$ cat config.mk
export PLATFORM = sky130hd
export DESIGN_NAME = spi_master_ctrl
export DESIGN_NICKNAME = d
export VERILOG_FILES = /design/src/rtl/spi_pkg.sv /design/src/rtl/spi_master_shifter.sv /design/src/rtl/spi_master_ctrl.sv
export SDC_FILE = /design/constraint.sdc
export NUM_CORES = 1
export LEC_CHECK = 0
export CORE_MARGIN = 2
export CORE_UTILIZATION = 55
export CTS_CLUSTER_SIZE = 28
export DETAILED_ROUTE_END_ITERATION = 6
export HOLD_SLACK_MARGIN = 0.08
export PLACE_DENSITY = 0.86
export RECOVER_POWER = 100
export SYNTH_ARGS = -nofsm -noshare
export SYNTH_HDL_FRONTEND = slang
export SYNTH_SLANG_ARGS = --single-unit
$ cat constraint.sdc
create_clock -name clk -period 4.7 [get_ports clk]
set_input_delay 0.47 -clock clk [delete_from_list [all_inputs] [get_ports clk]]
set_output_delay 0.47 -clock clk [all_outputs]
set_load 0.02 [all_outputs]
$ cat src/rtl/spi_pkg.sv
// Shared types and widths for the SPI initiator.
//   cmd_e   : host command encoding carried in the top two frame bits
//   state_e : controller states
//   FRAME_W : serialized command frame width (2 cmd bits + 8 data bits)
//   DATA_W  : RAM byte width returned on MISO
package spi_pkg;

   localparam int FRAME_W = 10;
   localparam int DATA_W  = 8;

   typedef enum logic [1:0] {
      CMD_WR_ADDR = 2'b00,
      CMD_WR_DATA = 2'b01,
      CMD_RD_ADDR = 2'b10,
      CMD_RD_DATA = 2'b11
   } cmd_e;

   typedef enum logic [2:0] {
      IDLE  = 3'd0,
      SEL   = 3'd1,
      SHIFT = 3'd2,
      WAIT  = 3'd3,
      RECV  = 3'd4,
      END   = 3'd5
   } state_e;

endpackage

$ cat src/rtl/spi_master_shifter.sv
// Frame shift register: parallel load of the command frame, MSB-first
// serial out, serial in from MISO on every shift.
//   clk, rst : clock, async active-high reset
//   load     : capture par_in (takes priority over shift)
//   shift    : shift left by one, ser_in enters at bit 0
//   par_in   : frame to send
//   ser_in   : MISO
//   ser_out  : current MSB (drives MOSI through the controller)
//   rx_byte  : the byte the register will hold after one more shift; the
//              controller captures it on the final RECV edge
module spi_master_shifter
   import spi_pkg::*;
(
   input  logic               clk,
   input  logic               rst,
   input  logic               load,
   input  logic               shift,
   input  logic [FRAME_W-1:0] par_in,
   input  logic               ser_in,
   output logic               ser_out,
   output logic [DATA_W-1:0]  rx_byte
);

   logic [FRAME_W-1:0] sreg_q, sreg_d;

   always_comb begin
      sreg_d = sreg_q;
      if (load) begin
         sreg_d = par_in;
      end else if (shift) begin
         sreg_d = {sreg_q[FRAME_W-2:0], ser_in};
      end
   end

   always_ff @(posedge clk or posedge rst) begin
      if (rst) begin
         sreg_q <= '0;
      end else begin
         sreg_q <= sreg_d;
      end
   end

   assign ser_out = sreg_q[FRAME_W-1];
   assign rx_byte = {sreg_q[DATA_W-2:0], ser_in};

endmodule

$ cat src/rtl/spi_master_ctrl.sv
// SPI initiator: one 10-bit command frame per host request, with an 8-bit
// MISO read-back for read-data commands.
//   clk, rst             : clock, async active-high reset
//   req_valid/ready      : host request handshake (ready only in IDLE)
//   req_cmd, req_data    : command and address/data byte
//   rsp_valid, rsp_data  : read-data completion pulse and held byte
//   seq_err              : sticky command-order error
//   SS_n, MOSI, MISO     : SPI pins
//
// state | meaning
// IDLE  | SS_n high, ready for a request
// SEL   | SS_n low, MOSI shows frame[9] (slave path select)
// SHIFT | 10 cycles, frame[9..0] on MOSI
// WAIT  | TX_WAIT turnaround cycles before read-back (read-data only)
// RECV  | 8 cycles, MISO sampled MSB first
// END   | SS_n high for one cycle; read-data response presented here
module spi_master_ctrl
   import spi_pkg::*;
#(
   parameter int TX_WAIT = 2
)
(
   input  logic              clk,
   input  logic              rst,
   input  logic              req_valid,
   output logic              req_ready,
   input  logic [1:0]        req_cmd,
   input  logic [DATA_W-1:0] req_data,
   output logic              rsp_valid,
   output logic [DATA_W-1:0] rsp_data,
   output logic              seq_err,
   output logic              SS_n,
   output logic              MOSI,
   input  logic              MISO
);

   state_e            state_q, state_d;
   logic [3:0]        cnt_q, cnt_d;
   cmd_e              cmd_q, cmd_d;
   logic              wr_seen_q, wr_seen_d;
   logic              rd_seen_q, rd_seen_d;
   logic              seq_err_q, seq_err_d;
   logic              rsp_valid_q, rsp_valid_d;
   logic [DATA_W-1:0] rsp_data_q, rsp_data_d;

   logic              sh_load, sh_shift, sh_out;
   logic [DATA_W-1:0] rx_byte;

   spi_master_shifter u_shifter (
      .clk     (clk),
      .rst     (rst),
      .load    (sh_load),
      .shift   (sh_shift),
      .par_in  ({req_cmd, req_data}),
      .ser_in  (MISO),
      .ser_out (sh_out),
      .rx_byte (rx_byte)
   );

   always_comb begin
      state_d     = state_q;
      cnt_d       = cnt_q;
      cmd_d       = cmd_q;
      wr_seen_d   = wr_seen_q;
      rd_seen_d   = rd_seen_q;
      seq_err_d   = seq_err_q;
      rsp_valid_d = 1'b0;
      rsp_data_d  = rsp_data_q;
      sh_load     = 1'b0;
      sh_shift    = 1'b0;

      case (state_q)
         IDLE: begin
            if (req_valid) begin
               sh_load = 1'b1;
               cmd_d   = cmd_e'(req_cmd);
               state_d = SEL;
               case (cmd_e'(req_cmd))
                  CMD_WR_ADDR: wr_seen_d = 1'b1;
                  CMD_WR_DATA: begin
                     wr_seen_d = 1'b0;
                     if (!wr_seen_q) seq_err_d = 1'b1;
                  end
                  CMD_RD_ADDR: rd_seen_d = 1'b1;
                  default: begin
                     rd_seen_d = 1'b0;
                     if (!rd_seen_q) seq_err_d = 1'b1;
                  end
               endcase
            end
         end
         // SEL holds frame[9] without shifting, so SHIFT repeats it first.
         SEL: begin
            state_d = SHIFT;
            cnt_d   = 4'd9;
         end
         SHIFT: begin
            sh_shift = 1'b1;
            if (cnt_q == 4'd0) begin
               if (cmd_q == CMD_RD_DATA) begin
                  state_d = WAIT;
                  cnt_d   = 4'(TX_WAIT - 1);
               end else begin
                  state_d = END;
               end
            end else begin
               cnt_d = cnt_q - 4'd1;
            end
         end
         WAIT: begin
            if (cnt_q == 4'd0) begin
               state_d = RECV;
               cnt_d   = 4'd7;
            end else begin
               cnt_d = cnt_q - 4'd1;
            end
         end
         RECV: begin
            sh_shift = 1'b1;
            if (cnt_q == 4'd0) begin
               // Last bit is still on MISO; capture the completed byte now so
               // it is already valid during END.
               state_d     = END;
               rsp_valid_d = 1'b1;
               rsp_data_d  = rx_byte;
            end else begin
               cnt_d = cnt_q - 4'd1;
            end
         end
         END: begin
            state_d = IDLE;
         end
         default: begin
            state_d = IDLE;
         end
      endcase
   end

   always_ff @(posedge clk or posedge rst) begin
      if (rst) begin
         state_q     <= IDLE;
         cnt_q       <= 4'd0;
         cmd_q       <= CMD_WR_ADDR;
         wr_seen_q   <= 1'b0;
         rd_seen_q   <= 1'b0;
         seq_err_q   <= 1'b0;
         rsp_valid_q <= 1'b0;
         rsp_data_q  <= '0;
      end else begin
         state_q     <= state_d;
         cnt_q       <= cnt_d;
         cmd_q       <= cmd_d;
         wr_seen_q   <= wr_seen_d;
         rd_seen_q   <= rd_seen_d;
         seq_err_q   <= seq_err_d;
         rsp_valid_q <= rsp_valid_d;
         rsp_data_q  <= rsp_data_d;
      end
   end

   assign req_ready = (state_q == IDLE);
   assign SS_n      = !((state_q == SEL) || (state_q == SHIFT) ||
                        (state_q == WAIT) || (state_q == RECV));
   assign MOSI      = ((state_q == SEL) || (state_q == SHIFT)) ? sh_out : 1'b0;
   assign rsp_valid = rsp_valid_q;
   assign rsp_data  = rsp_data_q;
   assign seq_err   = seq_err_q;

endmodule

* Yosys cells after proc, flatten, opt, wreduce, memory -nomap -nowiden
Index checks and enable logic that the tools add are counted.
** Storage, ports and cells
- Register bits :: 31
- Input bits :: 14
- Output and inout bits :: 13
- Word-level logic and storage cells :: 71
** Operators by class
- Bitwise operators :: 2
- Reductions and logical operators :: 20
- Add/sub/neg operators :: 1
- Multiplexer cells :: 24
- Eq/ne operators :: 15
** Operator list (number)
- 2-to-1 mux 10 bit :: 2
- 2-to-1 mux 4 bit :: 4
- one-hot mux 4 bit (4 select lines) :: 1
- 2-to-1 mux 3 bit :: 5
- one-hot mux 3 bit (5 select lines) :: 1
- != test 2 bit (second input constant) :: 6
- AND reduction 3 bit :: 3
- 2-to-1 mux 1 bit :: 8
- == test 3 x 2 -> 1 bit (second input constant) :: 2
- one-hot mux 1 bit (2 select lines) :: 3
- OR reduction 2 bit :: 3
- AND reduction 5 bit :: 1
- == test 2 bit (second input constant) :: 2
- zero test 4 bit :: 1
- AND reduction 2 bit :: 2
- AND reduction 4 bit :: 1
- nonzero test 2 bit :: 2
- nonzero test 4 bit :: 1
- subtractor 4 x 1 -> 4 bit (second input constant) :: 1
- == test 3 x 1 -> 1 bit (second input constant) :: 1
- == test 3 bit (second input constant) :: 1
- zero test 3 bit :: 1
- logical OR 1 bit :: 3
- != test 3 bit (second input constant) :: 1
- 5 further kinds :: 6

* Logic depth before layout (Yosys ltp)
- Depth after elaboration :: 5
- Gate-level depth with buffers :: 6
- Mapped depth without buffers :: 6

* By module
Synthesis repeated with hierarchy kept, for this count alone.
** Second synthesis, totals
- Cells, all modules :: 153
- Area, all modules :: 1611.5 sq um
** Modules (own cells, without submodules)
- spi_master_ctrl :: cells each 101, instances 1, area an instance 1084.8 sq um, sequential area each 525.5 sq um
- spi_master_shifter :: cells each 52, instances 1, area an instance 526.8 sq um, sequential area each 250.2 sq um

* Worst setup path after synthesis
No wires, ideal clock.
- Kind :: register -> register
- From :: register state_q[0]
- To :: register wr_seen_q
- Setup slack :: 2.883 ns
- Library setup time :: 0.129 ns
- Arrival time :: 1.688 ns
- Stages on the path, launching flop included :: 6
- Clock period less this slack :: 1.817 ns
- Data required time :: 4.571 ns
- Path buffers :: 1
- Cell sequence :: dfrtp_1 buf_1 nor3_1 nand2_1 o21ai_0 o31ai_1
** On the way
- Cells in the longest elaborated chain, start to end :: 2
** Ends and longest elaborated chain
- start: declaration :: line spi_master_ctrl.sv:37 : state_e state_q, state_d;
- start signal: assignment :: line spi_master_ctrl.sv:150 : state_q <= state_d;
- zero test 3 bit
- named net req_ready :: line spi_master_ctrl.sv:26 : output logic req_ready,
- AND reduction 3 bit (no source line)
- end signal: assignment :: line spi_master_ctrl.sv:153 : wr_seen_q <= wr_seen_d;
- end: declaration :: line spi_master_ctrl.sv:40 : logic wr_seen_q, wr_seen_d;
The timed path passes the listed nets, and every way through them passes these cells.
A chain may end at the register's enable or synchronous reset.

* Worst setup path in the final report
- From :: register state_q[0]
- To :: output SS_n
** On the way
- Cells in the longest elaborated chain, start to end :: 5
- Elaborated cells on any way between the ends :: 8
- Those cells by class :: 4 x eq/ne; 4 x reduce/logical
** Ends and longest elaborated chain
- == test 3 x 1 -> 1 bit or == test 3 x 2 -> 1 bit (tied branches) :: line spi_master_ctrl.sv:162 : assign SS_n = !((state_q == SEL) || (state_q == SHIFT) ||
- logical OR 1 bit (2 in series) :: line spi_master_ctrl.sv:162
- logical OR 1 bit * :: line spi_master_ctrl.sv:163 : (state_q == WAIT) || (state_q == RECV));
- zero test 1 bit * :: line spi_master_ctrl.sv:162
- end: declaration :: line spi_master_ctrl.sv:32 : output logic SS_n,
Mark *: on every way between the ends. The rest lies on a longest branch, timed or not.

==> impl_results.md <==
- Result of the run: finished, violations left
- Violations in the final reports: capacitance limit, slew limit
- Total power per unit cell area: roughly 620 mW/mm^2
- Count of unique library cells instantiated by Yosys: between 40 and 50
- Upper clock frequency limit: 379 MHz
- Routed WL: approximately 3000 um
- Reg clk slew, reported paths: ~0.090 ns
- Resize count post-CTS: 0
- CP Max Fanout: 13
- Total count of max-transition violations in the final report: 32
- Total Neg Setup Slack: 0 ns
- Category of the worst setup path capture point: output port
- Number of antenna cells inserted: 0
- Post-layout worst setup margin: 2.06 ns
- Number of design rule violations left after detail routing: 0
- Antenna Violating Nets Remaining: 0
- Switching power total: roughly 0.45 mW
- Layout fillers: 192
- Pre-CTS worst setup slack: 2.37 ns
- Period minus WS final: about 2.6 ns
- Tightest slew margin relative to the limit: -4.10%
- Worst Path Class, Setup: reg2out
- Critical Path Start Type: flop
- Yosys warning count: 0
- Delay contributed by the slowest stage of the critical path: 0.64 ns
- Placed Cells: about 190
- Total track usage: roughly 22%
- Final-layout worst hold slack: roughly 0.48 ns
- Area of combinational cells with multiple inputs: ~650 sq um
- Die W: about 56 um
- Number of antenna violations at the first check in global routing: 0
- Clock latency at the later pin of the worst-skew pair: 0.34 ns
- Part of the total power dissipated in the clock network: between 10 and 15%
- Required time at the worst-slack endpoint: about 4.2 ns
- Asr flop ratio synth: between 90% and 100%
- Vias in the first global route: about 1100
- Synthesized Nets: ~150
- Fraction of layout cells with a size suffix above 1: about a tenth
- Sequential fraction of design power: 42.2%
- H-tree depth: 2
- Transition time at the pin with the least slew margin: roughly 1.6 ns
- Post-Route Utilization: 70.7%
- Placement Rows: 18
- Number of hold violations in the final report: 0
- Total via count after detailed routing: 1128
- Total iterations of the first detailed-routing run: 4
- Initial core utilization: between 50 and 60%
- Post-Syn Instances: 137
- Global placer's final weighted congestion: slightly above 0.8
- Iteration-0 DRC Markers: 44
- Synthesized flop and latch total: 31
- Post-synthesis instance area: about 0.0015 sq mm
- Routed len/inst: ~15 um
- Final setup violation count: 0
- I/O Buffers: 26
- Number of synthesized flops with an enable pin: 0
- Die area: ~0.0032 sq mm
- Master cell of the clock root buffer: sky130_fd_sc_hd__clkbuf_4
- Area used by sequential logic in the layout: just under 800 sq um
- Internal Pwr Total: around 0.67 mW
- Most instantiated flip-flop cell in the synthesis netlist: sky130_fd_sc_hd__dfrtp_1
- RSZ-0062 raised after global routing: false
- Wire length of the first global-routing pass: 5160 um
- CTS sink cnt: 31
- Net total in the final layout: 180
- Floorplan Core Area: between 0.002 and 0.003 sq mm
- Worst voltage drop across the vdd grid: about 0.43 mV
- Arr. time, crit path: roughly 2.2 ns
- Final standard cell area without fillers: 0.00180 sq mm
- Worst-case clock skew: 0.0104 ns
- Critical path's slowest cell: sky130_fd_sc_hd__clkdlybuf4s50_1
- Post-Synthesis Mean Instance Area: between 10 and 15 sq um
- # IOs: 27
- Via-per-instance ratio: 5.76
- Pin count of the biggest net entering global routing: 32
- Detailed-placement wirelength estimate: 2160 um
- Share of power burned in combinational logic: 44.4%
- Final Non-Filler Cells: 196
- Share of the clock period used by the worst path: between 50 and 60%
- TritonCTS clock tree: built
- CTS hold repair buffers: 0
- Sequential share of the synthesized area: 51.5%
- Net switching fraction of the power: 40.0%
- Max clock buf depth: 2
- Final total power: between 1 and 1.5 mW
- Area after DPL: ~0.0018 sq mm
- Inserted Clock Buffers: 5
- Most frequent cells in the layout: sky130_fd_sc_hd__dfrtp_1, sky130_fd_sc_hd__nand2_1
- Max-cap violation count: 1
- Most frequent standard cell in the layout excluding fill and tap cells: sky130_fd_sc_hd__dfrtp_1
- Global route overflow: 0
- Total setup buffers inserted after CTS: 0
- Worst hold-check path type: reg2reg
- Post-synthesis to final-layout area growth: 19.4%
- Leakage power figure: approximately 0.84 nW
- Die Y: between 50 and 60 um
- Worst path cell trace: nor2_1, xor2_1, clkdlybuf4s50_1
## final cells by class
class | count | share of cell area (%)
Sequential cell | 31 | 43.1
Multi-Input combinational cell | 95 | 36.3
Timing Repair Buffer | 28 | 14.9
Clock buffer | 7 | 2.50
Tap cell | 30 | 2.09
Inverter | 4 | 0.834
Clock inverter | 1 | 0.278
## sequential cells by signal (all words and copies together) (netlist names)
| name | count |
|---|---|
| cmd_q | 2 |
| cnt_q | 4 |
| rd_seen_q | 1 |
| rsp_data | 8 |
| rsp_valid | 1 |
| seq_err | 1 |
| state_q | 3 |
| u_shifter.sreg_q | 10 |
| wr_seen_q | 1 |
## power groups by stage
stage / clock [mW] / sequential (mW) / combinational [mW]
2_1_floorplan: 0 / 0.451 / 0.417
3_3_place_gp: 0 / 0.480 / 0.504
3_5_place_dp: 0 / 0.487 / 0.532
4_1_cts: 0.155 / 0.482 / 0.532
5_1_grt: 0.168 / 0.494 / 0.552
6_report: 0.151 / 0.475 / 0.499
## synth_stat cells, types with 2 or more instances
cell type                 instances  area [sq um]
sky130_fd_sc_hd__dfrtp_1         31           776
sky130_fd_sc_hd__a21oi_1          6          30.0
sky130_fd_sc_hd__nor3b_1          2          15.0
sky130_fd_sc_hd__mux2_2           8          90.1
sky130_fd_sc_hd__xnor2_1          2          17.5
sky130_fd_sc_hd__buf_2            3          15.0
sky130_fd_sc_hd__nand2_1         18          67.6
sky130_fd_sc_hd__mux2i_1         13           130
sky130_fd_sc_hd__nor2_1           3          11.3
sky130_fd_sc_hd__inv_1            4          15.0
sky130_fd_sc_hd__o21ai_1          9          45.0
sky130_fd_sc_hd__nor3_1           2          10.0
sky130_fd_sc_hd__o21ai_0          5          25.0
sky130_fd_sc_hd__o31ai_1          2          15.0
## metal layers
layer  vias up  track usage (%)  share of wire [%]
met5         -                0                  0
met4         0             10.2                2.1
met3         8             7.37                5.2
met2        28             33.1                 48
met1       545             27.3                 45
li1        547                -                  -
## cells by family after synthesis
logic type      share of synthesized area (%)
compound gates                           13.4
xor+xnor                                 1.74
fa+ha+maj                               0.830
buf+inv                                  3.74
flops                                    51.5
mux                                      14.6
simple gates                             14.2
## worst paths after layout
| kind | startpoint | end | slack [ns] | cells past startpoint |
|---|---|---|---|---|
| min in group asynchronous | rst | rsp_data[2] | 1.10 | 3 |
| max | state_q[0] | SS_n | 2.06 | 3 |
| max in group asynchronous | rst | cnt_q[0] | 2.69 | 3 |
| min | seq_err | seq_err | 0.48 | 1 |
| max reg2reg | cnt_q[0] | rsp_data[0] | 2.15 | 5 |
| min reg2reg | seq_err | seq_err | 0.48 | 1 |
## worst max-delay path, delay by kind of cell (launching register included)
| kind | cells | cell delay, ns |
|---|---|---|
| XOR/XNOR | 1 | 0.24 |
| flip-flops | 1 | 0.55 |
| buffers and inverters | 1 | 0.64 |
| AND/OR/NAND/NOR | 1 | 0.41 |
Note: power is estimated with default switching activity, not from simulation.
